--- src/rtl/axis_rx_buffer.sv ---
// AXI4-Stream receive buffer: DEPTH-entry FIFO with a local pop port and a sticky master-protocol checker.
// Optional per-beat TLAST storage is enabled by defining AXIS_RX_TLAST_EN.
module axis_rx_buffer #(
  parameter int unsigned DATA_W = 32,
  parameter int unsigned DEPTH  = 4
) (
  input  logic                         ACLK,
  input  logic                         ARESETn,
  input  logic                         TVALID,
  input  logic [DATA_W-1:0]            TDATA,
`ifdef AXIS_RX_TLAST_EN
  input  logic                         TLAST,
  output logic                         rd_last,
`endif
  output logic                         TREADY,
  output logic                         rd_valid,
  output logic [DATA_W-1:0]            rd_data,
  input  logic                         rd_ready,
  output logic [$clog2(DEPTH+1)-1:0]   level,
  output logic                         proto_err
);

  localparam int unsigned AW = (DEPTH > 1) ? $clog2(DEPTH) : 1;
  localparam int unsigned LW = $clog2(DEPTH+1);
`ifdef AXIS_RX_TLAST_EN
  localparam int unsigned EW = DATA_W + 1;
`else
  localparam int unsigned EW = DATA_W;
`endif

  logic [EW-1:0] mem_q [DEPTH];
  logic [AW-1:0] wr_ptr_q, wr_ptr_d, rd_ptr_q, rd_ptr_d;
  logic [LW-1:0] level_q, level_d;
  logic          init_done_q;
  logic          stall_q, stall_d;
  logic [EW-1:0] stall_beat_q, stall_beat_d;
  logic          proto_err_q, proto_err_d;
  logic [EW-1:0] beat_in, head;
  logic          push, pop;

`ifdef AXIS_RX_TLAST_EN
  assign beat_in = {TLAST, TDATA};
  assign rd_last = head[DATA_W];
`else
  assign beat_in = TDATA;
`endif

  // Ready comes only from registered state, so it never loops back through TVALID.
  assign TREADY    = init_done_q && (level_q != LW'(DEPTH));
  assign rd_valid  = (level_q != '0);
  assign head      = mem_q[rd_ptr_q];
  assign rd_data   = head[DATA_W-1:0];
  assign level     = level_q;
  assign proto_err = proto_err_q;

  assign push = TVALID && TREADY;
  assign pop  = rd_valid && rd_ready;

  always_comb begin
    wr_ptr_d     = wr_ptr_q;
    rd_ptr_d     = rd_ptr_q;
    level_d      = level_q;
    stall_d      = TVALID && !TREADY;
    stall_beat_d = beat_in;
    proto_err_d  = proto_err_q;
    if (push) wr_ptr_d = wr_ptr_q + AW'(1);
    if (pop)  rd_ptr_d = rd_ptr_q + AW'(1);
    if (push && !pop)      level_d = level_q + LW'(1);
    else if (pop && !push) level_d = level_q - LW'(1);
    // A stalled beat must be held unchanged (valid and payload) until accepted.
    if (stall_q && (!TVALID || (beat_in != stall_beat_q))) proto_err_d = 1'b1;
  end

  always_ff @(posedge ACLK or negedge ARESETn) begin
    if (!ARESETn) begin
      wr_ptr_q     <= '0;
      rd_ptr_q     <= '0;
      level_q      <= '0;
      init_done_q  <= 1'b0;
      stall_q      <= 1'b0;
      stall_beat_q <= '0;
      proto_err_q  <= 1'b0;
    end else begin
      wr_ptr_q     <= wr_ptr_d;
      rd_ptr_q     <= rd_ptr_d;
      level_q      <= level_d;
      init_done_q  <= 1'b1;
      stall_q      <= stall_d;
      stall_beat_q <= stall_beat_d;
      proto_err_q  <= proto_err_d;
    end
  end

  always_ff @(posedge ACLK) begin
    if (push) mem_q[wr_ptr_q] <= beat_in;
  end

endmodule

--- config.mk ---
export PLATFORM = sky130hd
export DESIGN_NAME = axis_rx_buffer
export DESIGN_NICKNAME = d
export VERILOG_FILES = /design/src/rtl/axis_rx_buffer.sv
export SDC_FILE = /design/constraint.sdc
export NUM_CORES = 1
export LEC_CHECK = 0
export ABC_CLOCK_PERIOD_IN_PS = 1900
export BUFFER_PORTS_ARGS = -buffer_cell sky130_fd_sc_hd__buf_4
export CORE_MARGIN = 5
export CORE_UTILIZATION = 50
export CTS_BUF_LIST = sky130_fd_sc_hd__clkbuf_8
export DETAILED_ROUTE_END_ITERATION = 10
export PLACE_DENSITY = 0.73
export SLEW_MARGIN = 20
export SYNTH_ARGS = -nofsm -noshare
export SYNTH_HDL_FRONTEND = slang
export SYNTH_SLANG_ARGS = --single-unit
--- constraint.sdc ---
create_clock -name ACLK -period 1.9 [get_ports ACLK]
set_input_delay 0.095 -clock ACLK [delete_from_list [all_inputs] [get_ports ACLK]]
set_output_delay 0.095 -clock ACLK [all_outputs]
set_load 0.03 [all_outputs]
Yosys cells after proc, flatten, opt, wreduce, memory -nomap -nowiden
Memories as Yosys holds them, arrays and structs flattened.
Cells that the tools add are included.
- register bits after elaboration: 42
- bits in latches: 0
- RAM bits: 128
- memory bits (read-only): 0
- output and inout bits: 38
- logic and storage cells: 32
- memories: 1
- $add $sub $neg: 4
- $mul: 0
- divide/modulo/power cells: 0
- $lt $le $gt $ge: 0
- equal/unequal tests: 2
- shift operators: 0
- multiplexer cells: 4
- bitwise operators: 0
- reduce and logical (&&, ||, !) cells: 14
- memory list (memory ; words ; width ; read ports ; clocked after Yosys merged registers in ; wr ports ; RTL line ; RTL):
    mem_q ; 4 ; 32 ; 1 ; 0 ; 1 ; 31 ; logic [EW-1:0] mem_q [DEPTH];
- operator list (operator ; number):
    $ne 32x32->1 ; 1
    $logic_and 1x1->1 ; 7
    $mux 3 ; 2
    $add 2x1->2 const B ; 2
    $logic_not 1->1 ; 4
    $add 3x1->3 const B ; 1
    $ne 3x3->1 const B ; 1
    $reduce_bool 3->1 ; 1
    $sub 3x1->3 const B ; 1
    $mux 1 ; 2
    $reduce_bool 2->1 ; 1
    $logic_or 1x1->1 ; 1

Logic depth before layout (Yosys ltp)
- depth in word-level cells: 7
- gate-level depth with buffers: 9
- depth with buffers taken out: 9

Worst setup path after synthesis
OpenSTA, ideal clock, no wires.
- path type: reg-to-reg
- from: register level_q[0], in the netlist level[0]
- to: register level_q[2], in the netlist level[2]
- setup time: 0.080 ns
- data arrival time: 2.641 ns
- required time: 1.820 ns
- setup slack: -0.821 ns
- cell stages (with the launch flop): 10
- period minus slack after synthesis: 2.721 ns
- cell sequence: dfrtp_1 nor2_1 a21boi_1 and2_0 ha_1 inv_1 fa_1 xor2_1 nor2_1 xor2_1
- longest elaborated chain between the ends: 6
- elaborated cells between the ends (all ways): 14
- those cells by class: add/sub (2); eq/ne (1); mux (2); reduce/logical (9)
- ends and longest elaborated chain (element ; RTL line ; RTL):
    start, declared ; 33 ; logic [LW-1:0] level_q, level_d;
    start signal, assigned ; 86 ; level_q <= level_d;
    $ne 3x3->1 * ; 49 ; assign TREADY = init_done_q && (level_q != LW'(DEPTH));
    $logic_and 1x1->1 * ; 49 ;
    via TREADY ; 15 ; output logic TREADY,
    $logic_and 1x1->1 * ; 56 ; assign push = TVALID && TREADY;
    via push ; 39 ; logic push, pop;
    $logic_not 1->1 ; 69 ; else if (pop && !push) level_d = level_q - LW'(1);
    $logic_and 1x1->1 ; 69 ;
    $reduce_bool 2->1 (no source line) ; -- ;
The timed path passes the listed nets; every way through them passes the cells marked *. The select of a mux whose other input is x is not followed.
A chain may end at the register's enable or synchronous reset.

Worst setup path in the final report
- from: register rd_ptr_q[0]
- to: output port rd_data[5]
- longest elaborated chain between the ends: 1
- ends and longest elaborated chain (element ; RTL line ; RTL):
    start, declared ; 32 ; logic [AW-1:0] wr_ptr_q, wr_ptr_d, rd_ptr_q, rd_ptr_d;
    start signal, assigned ; 85 ; rd_ptr_q <= rd_ptr_d;
    $mem_v2 4x32 ; -- ;
    end, declared ; 17 ; output logic [DATA_W-1:0] rd_data,
No other way between the ends.

==> summary.txt <==
Outcome
  – Status: finished, violations left
  – Violated checks: negative setup slack

Logic synthesis
  – Synth Flop Type: edfxtp_1
  – Net Count, Synth: 327
  – Area leader, netlist: edfxtp_1
  – Mean post-synth cell area: 21.9 µm²
  – Asr flop ratio synth: 0.247
  – Post-synth top area share: 0.615
  – Post-synth EDFFs: between 100 and 150
  – Most instantiated library cell after synthesis: edfxtp_1
  – Top post-synthesis cells by area: edfxtp_1 61%, dfrtp_1 17%, mux4_2 12%
  – Post-synth top cells: 128 x edfxtp_1, 42 x dfrtp_1, 32 x mux4_2, 22 x xor2_1, 16 x xnor2_1
  – Cells after Synth: between 200 and 300
  – Cell Area, Synth: 6250 µm²
  – #FFs+latches synth: 170
  – Synth Warn #: 0
  – Sequential area share after synthesis: 0.783
  – Library cells used by synthesis: 26

Clock network
  – Clock Sinks: 170
  – CTS buffer count: 17
  – Root Driver: clkbuf_8
  – Clk Latency, worst-skew pair: approximately 0.45 ns
  – CTS tree: built
  – CTS HTree Levels: 4
  – CTS max path bufs: 2
  – Clock-pin slew of the registers on the worst-case setup and hold paths: approximately 0.09 ns

Worst hold path
  – Type of the worst min-delay path: primary input to async pin

Die
  – Die height: around 120 µm
  – # IOs: between 70 and 80
  – Initial Utilization: 0.516
  – Die area: 14800 µm²
  – Die width: approximately 120 µm
  – Cell row count: 40
  – Core area: 12100 µm²

STA
  – Worst slew margin: 0.619
  – Fmax: between 500 and 600 MHz
  – Worst setup margin: -0.0447 ns
  – Min Tclk post-route: just under 2 ns
  – Worst Skew: roughly 0.010 ns
  – Worst slew pin tran: between 0.5 and 0.6 ns
  – Final Cycle Share: 1.02
  – Final count of hold timing violations: 0
  – RSZ-0062 raised after global routing: yes
  – Min Hold Slack: 0.178 ns
  – Final Max Tran Viols: 0
  – Finish-stage setup viols: 24

Route
  – Routed Wire Length: between 10 and 15 mm
  – Iter 0 DRT Violations: between 200 and 300
  – Wire length per cell: roughly 19 µm
  – Via count: 3057
  – DRC viols: 0
  – Drt pass-1 iters: 4
  – Antenna viol nets, final: 0
  – Vias per cell: just over 5

Power and ir drop
  – Internal: a little over 0.008 W
  – Pleak: 3.02 nW
  – Combinational power share: 0.362
  – Psw: 0.00362 W
  – Seq pwr share: 0.384
  – Clock power frac: 0.254
  – Switching Share: 0.304
  – Peak supply drop: between 900 and 1000 µV
  – Power per cell area: about 1400 nW/µm²

Global routing
  – Global-route wire length before repair: 18.2 mm
  – Largest net degree at the start of global routing: 43
  – Vias in the first global route: between 3000 and 4000
  – Total track usage: 0.169
  – Total gr overflow: 0
  – Initial antenna violation count: 0

Placement
  – Placed Instance Area: 7240 µm²
  – Number of port buffers: 73
  – Routability Congestion: ~0.74
  – HPWL after DPL: 6.93 mm
  – Dpl ws: -0.0527 ns

Final layout
  – Share of layout cells above drive strength 1: 0.399
  – Fill cells: around 810
  – Post-route cell area: about 8300 µm²
  – Final core occ: 0.681
  – Area Overhead vs Synth: 32.0%
  – Antenna diodes: 0
  – Nets: roughly 470

Worst setup path
  – Startpoint types: flop
  – Req. time, crit path: 1.80 ns
  – CP max FO: 12
  – Worst EP arrival: around 1.9 ns
  – Setup crit end kind: primary output
  – WS Path Type: flop to primary output

Run
  – Max cap viols: 0
[final cells by class]
type                    count  area [µm²]  share of cell area
repair buffers            130        1280               0.155
clock inverters            12         218              0.0264
clock buffers              20         275              0.0334
multi-input cells         104        1360               0.165
flip-flops and latches    170        4900               0.594
well taps                 168         210              0.0255
inverters                   3        11.3             0.00136
[cells by family after synthesis]
group	count (synthesis)	share of synthesized area
flip-flops	170	0.783
XOR/XNOR	38	0.0532
multiplexers	33	0.117
AND/OR/NAND/NOR	23	0.0212
buffers and inverters	11	0.00860
adder cells (fa/ha/maj)	6	0.0132
AO/OA/AOI/OAI	3	0.00340
other	1	0.000600
[through the flow]
stage / TNS [ns] / instances / power (W)
final: -0.552 / 607 / 0.0119
after global routing: -3.51 / 607 / 0.0124
after CTS: -1.39 / 606 / 0.0118
after detailed placement: -0.0527 / 538 / 0.00853
after global placement: 0 / 538 / 0.00847
after floorplan: -0.374 / 285 / 0.00711
[worst paths after layout]
check                                   startpoint                    endpoint  slack [ns]  depth (start not counted)
setup / recovery           rd_ptr_q[0]$_DFFE_PN0P_                  rd_data[5]       -0.04                          3
min in group ACLK                        TDATA[16]  stall_beat_q[16]$_DFF_PN0_        0.33                          2
hold / removal                             ARESETn  stall_beat_q[15]$_DFF_PN0_        0.18                          2
setup reg to reg              level[1]$_DFFE_PN0P_        level[1]$_DFFE_PN0P_       -0.01                          8
max in group asynchronous                  ARESETn        level[2]$_DFFE_PN0P_        1.30                          2
hold reg to reg                  stall_q$_DFF_PN0_       proto_err$_DFFE_PN0P_        0.55                          2
[critical path, cell delays in order (launching register included)]
cell and delay, ns:
dfrtp_2 0.48, buf_12 0.20, mux4_2 0.56, buf_6 0.17
[flip-flops by register name, summed over array words and instances, names as in the netlist]
| signal | count |
|---|---|
| proto_err | 1 |
| init_done_q | 1 |
| wr_ptr_q | 2 |
| rd_ptr_q | 2 |
| mem_q | 128 |
| level | 3 |
| stall_q | 1 |
| stall_beat_q | 32 |
[layout by cell type, fill, tap and decap left out, types with 2 or more instances in the layout]
master | Yosys | final
and3_2 | 0 | 4
buf_12 | 0 | 6
buf_4 | 2 | 56
buf_6 | 0 | 32
bufinv_16 | 0 | 6
clkbuf_8 | 0 | 20
clkinv_2 | 0 | 2
clkinvlp_4 | 0 | 2
dfrtp_1 | 42 | 38
dfrtp_2 | 0 | 4
dlygate4sd3_1 | 0 | 35
edfxtp_1 | 128 | 128
ha_1 | 5 | 4
inv_1 | 3 | 2
mux4_2 | 32 | 32
nand4_1 | 3 | 3
nor2_1 | 3 | 2
nor4_1 | 6 | 6
xnor2_1 | 16 | 16
xor2_1 | 22 | 22
[power groups by stage]
stage          combinational [W]  clock, W  sequential [W]
2_1_floorplan            0.00241         0         0.00470
3_3_place_gp             0.00386         0         0.00461
3_5_place_dp             0.00389         0         0.00463
4_1_cts                  0.00421   0.00307         0.00455
5_1_grt                  0.00456   0.00325         0.00461
6_report                 0.00431   0.00303         0.00457
[per-layer routing]
layer,part of all wire,track usage
met1,0.43,0.225
met2,0.50,0.269
met3,0.058,0.0529
met4,0.012,0.0546
met5,0,0
[timing repair]
action | CTS | global route
gates resized for setup | 25 | 11
hold endpoints to repair | 205 | 0
setup buffers | 1 | 0
setup endpoints to repair | 33 | 34
hold buffers | 35 | 0
gates cloned | 0 | 1
pin swaps | 7 | 2
Note: power is estimated with default switching activity, not from simulation.
